$ cat config.mk
export PLATFORM = sky130hd
export DESIGN_NAME = dual_read_alu_engine
export DESIGN_NICKNAME = d
export VERILOG_FILES = /design/src/rtl/dual_read_alu_pkg.sv /design/src/rtl/reg_mem_sp.sv /design/src/rtl/dual_read_alu_engine.sv
export SDC_FILE = /design/constraint.sdc
export NUM_CORES = 1
export LEC_CHECK = 0
export CAP_MARGIN = 20
export CELL_PAD_IN_SITES_DETAIL_PLACEMENT = 0
export CELL_PAD_IN_SITES_GLOBAL_PLACEMENT = 1
export CORE_ASPECT_RATIO = 2
export CORE_MARGIN = 1
export CORE_UTILIZATION = 52
export DETAILED_ROUTE_END_ITERATION = 10
export PLACE_DENSITY_LB_ADDON = 0.1
export SYNTH_ARGS = -nofsm -noshare
export SYNTH_HDL_FRONTEND = slang
export SYNTH_HIERARCHICAL = 1
export SYNTH_SLANG_ARGS = --single-unit
$ cat constraint.sdc
create_clock -name clk -period 9.1 [get_ports clk]
set_clock_uncertainty 0.1 [all_clocks]
set_input_delay 1.365 -clock clk [delete_from_list [all_inputs] [get_ports clk]]
set_output_delay 1.365 -clock clk [all_outputs]
set_load 0.1 [all_outputs]
$ cat src/rtl/dual_read_alu_pkg.sv
// Shared constants for the dual-read ALU engine: default widths,
// ALU op codes and the controller state encoding.
package dual_read_alu_pkg;

  localparam int DEFAULT_DATA_W = 8;
  localparam int DEFAULT_ADDR_W = 3;

  localparam logic [2:0] OP_ADD  = 3'b000;
  localparam logic [2:0] OP_SUB  = 3'b001;
  localparam logic [2:0] OP_AND  = 3'b010;
  localparam logic [2:0] OP_OR   = 3'b011;
  localparam logic [2:0] OP_XOR  = 3'b100;
  localparam logic [2:0] OP_MAX  = 3'b101;
  localparam logic [2:0] OP_MIN  = 3'b110;
  localparam logic [2:0] OP_PASS = 3'b111;

  typedef enum logic [2:0] {
    ST_IDLE = 3'd0,
    ST_RD_A = 3'd1,
    ST_RD_B = 3'd2,
    ST_EXEC = 3'd3,
    ST_WB   = 3'd4
  } state_t;

endpackage

$ cat src/rtl/reg_mem_sp.sv
// Register-file memory with one write port and one synchronous read port.
// A read and a write to the same address on the same edge return the old
// contents. The array has no reset so its contents survive an engine reset.
module reg_mem_sp
  import dual_read_alu_pkg::*;
#(
  parameter int DATA_W = DEFAULT_DATA_W,
  parameter int ADDR_W = DEFAULT_ADDR_W
) (
  input  logic              clk,
  input  logic              we,
  input  logic [ADDR_W-1:0] waddr,
  input  logic [DATA_W-1:0] wdata,
  input  logic [ADDR_W-1:0] raddr,
  output logic [DATA_W-1:0] rdata
);

  localparam int DEPTH = 1 << ADDR_W;

  logic [DATA_W-1:0] mem [DEPTH];

  // Write and registered read on the same edge; non-blocking gives read-before-write.
  always_ff @(posedge clk) begin
    if (we) mem[waddr] <= wdata;
    rdata <= mem[raddr];
  end

endmodule

$ cat src/rtl/dual_read_alu_engine.sv
// Sequential two-operand compute core: reads A and B from a local register
// memory, applies an ALU op, reports result/carry/zero and optionally writes
// the result back.
//
// Handshake: start is sampled only while busy is low (IDLE). Once taken, all
// operation inputs are latched and busy stays high until done pulses for one
// cycle with result/carry/zero valid; those outputs hold until the next done.
// A start in the done cycle is accepted, since the controller is already idle.
module dual_read_alu_engine
  import dual_read_alu_pkg::*;
#(
  parameter int DATA_W    = DEFAULT_DATA_W,
  parameter int ADDR_W    = DEFAULT_ADDR_W,
  parameter int WB_ENABLE = 1
) (
  input  logic              clk,
  input  logic              rst,
  input  logic              wr_en,
  input  logic [ADDR_W-1:0] wr_addr,
  input  logic [DATA_W-1:0] wr_data,
  input  logic              start,
  input  logic [2:0]        op,
  input  logic [ADDR_W-1:0] adr1,
  input  logic [ADDR_W-1:0] adr2,
  input  logic [ADDR_W-1:0] adr_dst,
  input  logic              wb_en,
  output logic              busy,
  output logic              done,
  output logic [DATA_W-1:0] result,
  output logic              carry,
  output logic              zero,
  output logic              wr_reject,
  output logic [2:0]        fsm_state
);

  state_t state, state_next;

  logic [2:0]        op_q;
  logic [ADDR_W-1:0] adr2_q;
  logic [ADDR_W-1:0] adr_dst_q;
  logic              wb_q;
  logic [DATA_W-1:0] a_q;
  logic [DATA_W-1:0] b_q;

  logic              mem_we;
  logic [ADDR_W-1:0] mem_waddr;
  logic [DATA_W-1:0] mem_wdata;
  logic [ADDR_W-1:0] mem_raddr;
  logic [DATA_W-1:0] mem_rdata;

  // Returns {carry_or_borrow, result}.
  function automatic logic [DATA_W:0] alu(input logic [2:0] f,
                                          input logic [DATA_W-1:0] a,
                                          input logic [DATA_W-1:0] b);
    logic [DATA_W:0] r;
    r = '0;
    case (f)
      OP_ADD:  r = {1'b0, a} + {1'b0, b};
      OP_SUB:  r = {(a < b), a - b};
      OP_AND:  r = {1'b0, a & b};
      OP_OR:   r = {1'b0, a | b};
      OP_XOR:  r = {1'b0, a ^ b};
      OP_MAX:  r = {1'b0, (a > b) ? a : b};
      OP_MIN:  r = {1'b0, (a < b) ? a : b};
      default: r = {1'b0, a};
    endcase
    return r;
  endfunction

  reg_mem_sp #(
    .DATA_W(DATA_W),
    .ADDR_W(ADDR_W)
  ) u_mem (
    .clk  (clk),
    .we   (mem_we),
    .waddr(mem_waddr),
    .wdata(mem_wdata),
    .raddr(mem_raddr),
    .rdata(mem_rdata)
  );

  // State register.
  always_ff @(posedge clk or negedge rst) begin
    if (!rst) state <= ST_IDLE;
    else      state <= state_next;
  end

  // Next-state logic: fixed walk through the read/execute sequence.
  always_comb begin
    state_next = state;
    case (state)
      ST_IDLE: if (start) state_next = ST_RD_A;
      ST_RD_A: state_next = ST_RD_B;
      ST_RD_B: state_next = ST_EXEC;
      ST_EXEC: state_next = wb_q ? ST_WB : ST_IDLE;
      ST_WB:   state_next = ST_IDLE;
      default: state_next = ST_IDLE;
    endcase
  end

  // Output/control decode: busy flag and memory port steering.
  // In IDLE the read port follows adr1 directly so operand A is fetched on
  // the same edge that accepts start; afterwards it points at latched adr2.
  always_comb begin
    busy      = (state != ST_IDLE);
    mem_raddr = (state == ST_IDLE) ? adr1 : adr2_q;
    mem_we    = ((state == ST_IDLE) && wr_en) || (state == ST_WB);
    mem_waddr = (state == ST_WB) ? adr_dst_q : wr_addr;
    mem_wdata = (state == ST_WB) ? result : wr_data;
  end

  // Datapath registers: operand latches, ALU result/flags and status pulses.
  always_ff @(posedge clk or negedge rst) begin
    if (!rst) begin
      op_q      <= OP_ADD;
      adr2_q    <= '0;
      adr_dst_q <= '0;
      wb_q      <= 1'b0;
      a_q       <= '0;
      b_q       <= '0;
      result    <= '0;
      carry     <= 1'b0;
      done      <= 1'b0;
      wr_reject <= 1'b0;
    end else begin
      done      <= ((state == ST_EXEC) && !wb_q) || (state == ST_WB);
      wr_reject <= wr_en && (state != ST_IDLE);
      case (state)
        ST_IDLE: begin
          if (start) begin
            op_q      <= op;
            adr2_q    <= adr2;
            adr_dst_q <= adr_dst;
            wb_q      <= wb_en && (WB_ENABLE != 0);
          end
        end
        ST_RD_A: a_q <= mem_rdata;
        ST_RD_B: b_q <= mem_rdata;
        ST_EXEC: {carry, result} <= alu(op_q, a_q, b_q);
        default: ;
      endcase
    end
  end

  // Flag derived from the registered result so it tracks result exactly.
  assign zero      = (result == '0);
  assign fsm_state = state;

endmodule

# == After elaboration in Yosys (flattened, before gate mapping) ==
# Memory sizes are Yosys's and may differ from the RTL's. A register that Yosys moved wholly into a read port is not among the register bits.
# Index checks and enable logic that the tools add are counted.
# classes
add_sub_neg,2
n_eq_ne,11
n_lt_le_gt_ge,2
bitwise,3
reduce_logical,11
n_mux,11
# ops
operator,count
9-bit one-hot mux with 7 select lines,1
8-bit 2-to-1 mux,3
3-bit by 2-bit == test with 1-bit output (second input constant),4
3-bit == test (second input constant),4
3-bit 2-to-1 mux,4
3-bit one-hot mux with 4 select lines,1
8-bit by 8-bit adder with 9-bit output,1
8-bit AND,1
8-bit > comparator,1
8-bit zero test,1
8-bit < comparator,1
8-bit OR,1
8-bit subtractor,1
8-bit XOR,1
3-bit by 1-bit == test with 1-bit output (second input constant),2
3-bit zero test,2
1-bit logical AND,3
3-bit nonzero test,1
1-bit logical OR,2
1-bit 2-to-1 mux,2
2-bit != test (second input constant),1
2-bit AND reduction,1
1-bit zero test,1
# word_totals
elab_cells,52
input_bits,28
reg_bits,40
memories,1
ramBits,64
# mem_list
memory,depth,word_bits,read_ports,rd_clocked_by_memory_dff,wr,line_no,source
u_mem.mem,8,8,1,1,1,reg_mem_sp.sv:20,logic [DATA_W-1:0] mem [DEPTH];

# == Depth between registers and ports, before layout ==
# logic_depth
depth_word,5
depth_mapped,11

# == Modules after synthesis ==
# Netlist, hierarchy kept.
# by_module_without_submodules
mod,seq_area_each_um2,area_each_um2,cells_per_inst,n_inst
dual_read_alu_engine,1001.0,3153.0,361,1
reg_mem_sp,2082.0,2691.3,114,1

# == Worst setup path before layout ==
# No wires, ideal clock.
# synth_timing
kind,register -> output
startpoint,register result[2]
endpoint,output port zero
slack_ns,4.988
stages_incl_launch_ff,3
t_arrival_ns,2.647
path_buffers,0
cell_sequence,dfrtp_1 -> or4_1 -> nor2_1
# synth_between
elab_chain_len,1
# synth_lines
element,line_no,source
from (decl),dual_read_alu_engine.sv:29,"output logic [DATA_W-1:0] result,"
from (signal assigned),dual_read_alu_engine.sv:139,"ST_EXEC: {carry, result} <= alu(op_q, a_q, b_q);"
8-bit zero test,dual_read_alu_engine.sv:146,assign zero = (result == '0);
to (decl),dual_read_alu_engine.sv:31,"output logic zero,"
# No other way between the ends.

# == Worst setup path in the final report ==
# layout_timing
startpoint,register result[6]
endpoint,output port zero
# The elaborated chain is that of the path after synthesis.

==> results_dict.tcl <==
set metrics [dict create \
    outcome "finished clean" \
    cap_viol_max_count 0 \
    critPathKind "reg2out" \
    path_buf_inv 1 \
    grt_usage_pct 24.6 \
    async_flop_share_pct 35.7 \
    cts.sinks 112 \
    clk_path_buf_depth 2 \
    cp.required_ps 7640 \
    r2r_slack_ps 5790 \
    syn_to_final_growth_pct 13.9 \
    antenna_found_initial 0 \
    drt_iter0_markers 171 \
    place_ws_ps 5340 \
    synth_nets 529 \
    io_pins 44 \
    final_common_cell "edfxtp_1" \
    worst_slack_ps 5000 \
    ant_nets 0 \
    critical_path.cell_chain "or4_1 -> nor2_1 -> clkdlybuf4s50_1" \
    dp_hpwl_um 10200 \
    vias 3908 \
    syn_area_um2 5840 \
    regToRegEndpoint "result[2]" \
    fin_crit_ps 4100 \
    cts-root-buf "clkbuf_16" \
    worst_pin_slew_ps 1050 \
    fillers 943 \
    cts-buffers-inserted 9 \
    finalSetupTns_ps 0 \
    drive_gt1_share_pct 12.9 \
    synth_seq_cells 112 \
    reg2reg_from "a_q[4]" \
    hold_end "b_q[5]" \
    worst_path_dominant_cell_family "buffers and inverters" \
    endpoint_kind "primary output" \
    hold_start "u_mem/rdata[5]" \
    min_path_cells 2 \
    cts.clk_slew.worst_paths_ps 70 \
    insertion_delay_ps 340 \
    core_um2 10900 \
    synthCells 475 \
    grt_pass1_wl_um 21400 \
    avgSynthCellArea_um2 12.3 \
    cts_setup_buffers 0 \
    yosys_most_used_dff "edfxtp_1" \
    ys_seq_area_share_pct 52.8 \
    final_cell_mix "edfxtp_1 (64), clkdlybuf4s50_1 (42), dfrtp_1 (40), nand2_1 (34)" \
    slowest_delay_ps 1150 \
    setup-violations-final 0 \
    slew_headroom_pct 30.0 \
    grt_max_degree 41 \
    cts_hold_buf 0 \
    h-tree-depth 3 \
    synth_edf_count 64 \
    grt_overflow 0 \
    finalHoldViolCount 0 \
    ys_types 59 \
    max_freq_mhz 244 \
    cts_resized 0 \
    dieWidth_um 77.0 \
    io_buffers 43 \
    vias_per_cell 5.98 \
    reg2reg_depth 9 \
    crit_slowest_cell "clkdlybuf4s50_1" \
    dieArea_um2 11700 \
    cp_max_fo 4 \
    grt_pass1_vias 3974 \
    drc 0 \
    globalplace.congestion 0.888 \
    routedWlPerCell_um 20.6 \
    grt_setup_unrepaired "false" \
    die_y_um 152 \
    rows 54 \
    min_period_over_period_pct 45.0 \
    wl_um 13500 \
    critPathArrivalTime_ps 2630 \
    slew_violations 0 \
    worstHoldPathType "reg2reg" \
    final_nets 562 \
    initial_core_util_pct 53.4 \
    postLayoutCoreUtil_pct 60.8 \
    critPathLaunchType "flip-flop" \
    cts_tree "done" \
    yosysWarnings 6 \
    diodes 0 \
    firstDrtPassIters 5 \
]
cell usage after synthesis, types with 3 or more instances:
library cell	count	area [um2]
nand2_1	34	128
dfrtp_1	40	1000
nor3_1	8	40.0
o221a_2	3	33.8
mux2_2	31	349
nor2_1	31	116
nand3_1	3	15.0
a211oi_1	4	30.0
o221ai_1	3	26.3
o22ai_1	3	18.8
a221oi_1	4	35.0
dfxtp_1	8	160
nor3b_1	4	30.0
o21bai_1	4	30.0
o21ai_1	5	25.0
a21o_1	4	30.0
clkbuf_1	19	71.3
inv_1	27	101
xnor2_1	6	52.6
o21ai_0	29	145
edfxtp_1	64	1920
buf_6	3	33.8
ha_1	24	300
a22oi_1	3	22.5
nor2b_1	4	25.0
mux2i_1	11	110
a21oi_1	26	130
or2_2	3	18.8
mux4_1	15	394
a31oi_1	6	37.5
nand2b_1	6	37.5
layer usage:
| layer | vias to the layer above | part of all wire, % | global-route usage (%) |
|---|---|---|---|
| li1 | 1832 | - | - |
| met1 | 1903 | 36 | 25.6 |
| met2 | 125 | 55 | 44.6 |
| met3 | 48 | 3.5 | 4.50 |
| met4 | 0 | 5.3 | 14.7 |
| met5 | - | 0 | 0 |
worst max path at each step:
stage,from,endpoint,depth (start not counted)
2_1_floorplan,result[2],zero,2
3_3_place_gp,result[6],zero,3
5_1_grt,result[6],zero,3
3_5_place_dp,wr_en,u_mem/mem[0][6],5
4_1_cts,result[6],zero,3
6_report,result[6],zero,3
final cells by class:
cell class / count / area [um2] / share of cell area [%]
Inverter: 27 / 101 / 1.52
Clock inverter: 7 / 83.8 / 1.26
Multi-Input combinational cell: 309 / 2520 / 37.9
Timing Repair Buffer: 49 / 468 / 7.03
Clock buffer: 9 / 225 / 3.38
Sequential cell: 112 / 3080 / 46.3
Tap cell: 140 / 175 / 2.63
kinds of logic after synthesis:
group           Yosys count  synth area share [%]
buf+inv                  54                  4.17
fa+ha+maj                26                  5.82
mux                      58                  15.0
compound gates          106                  11.6
simple gates            111                  9.42
xor+xnor                  8                  1.20
flops                   112                  52.8
flip-flops by register name (all words and copies together), names as in the netlist, 3 cells and up:
signal and count:
result 8, u_mem/rdata 8, op_q 3, u_mem/mem 64
a_q 8, adr2_q 3, b_q 8, adr_dst_q 3
fsm_state 3
tightest hold or removal path, stage by stage (launching register included):
cell and delay (ps):
dfxtp_1 310, nand2_1 50, o21ai_0 70
metrics by stage:
stage,hold slack [ps],cells,area [um2]
5_1_grt,380,653,6660
2_1_floorplan,333,475,5840
3_5_place_dp,345,635,6340
4_1_cts,366,651,6650
3_3_place_gp,345,635,6340
6_report,367,653,6660
Power is not shown: default switching activity piles up to over one toggle a cycle in this logic, so the estimate is an artifact.
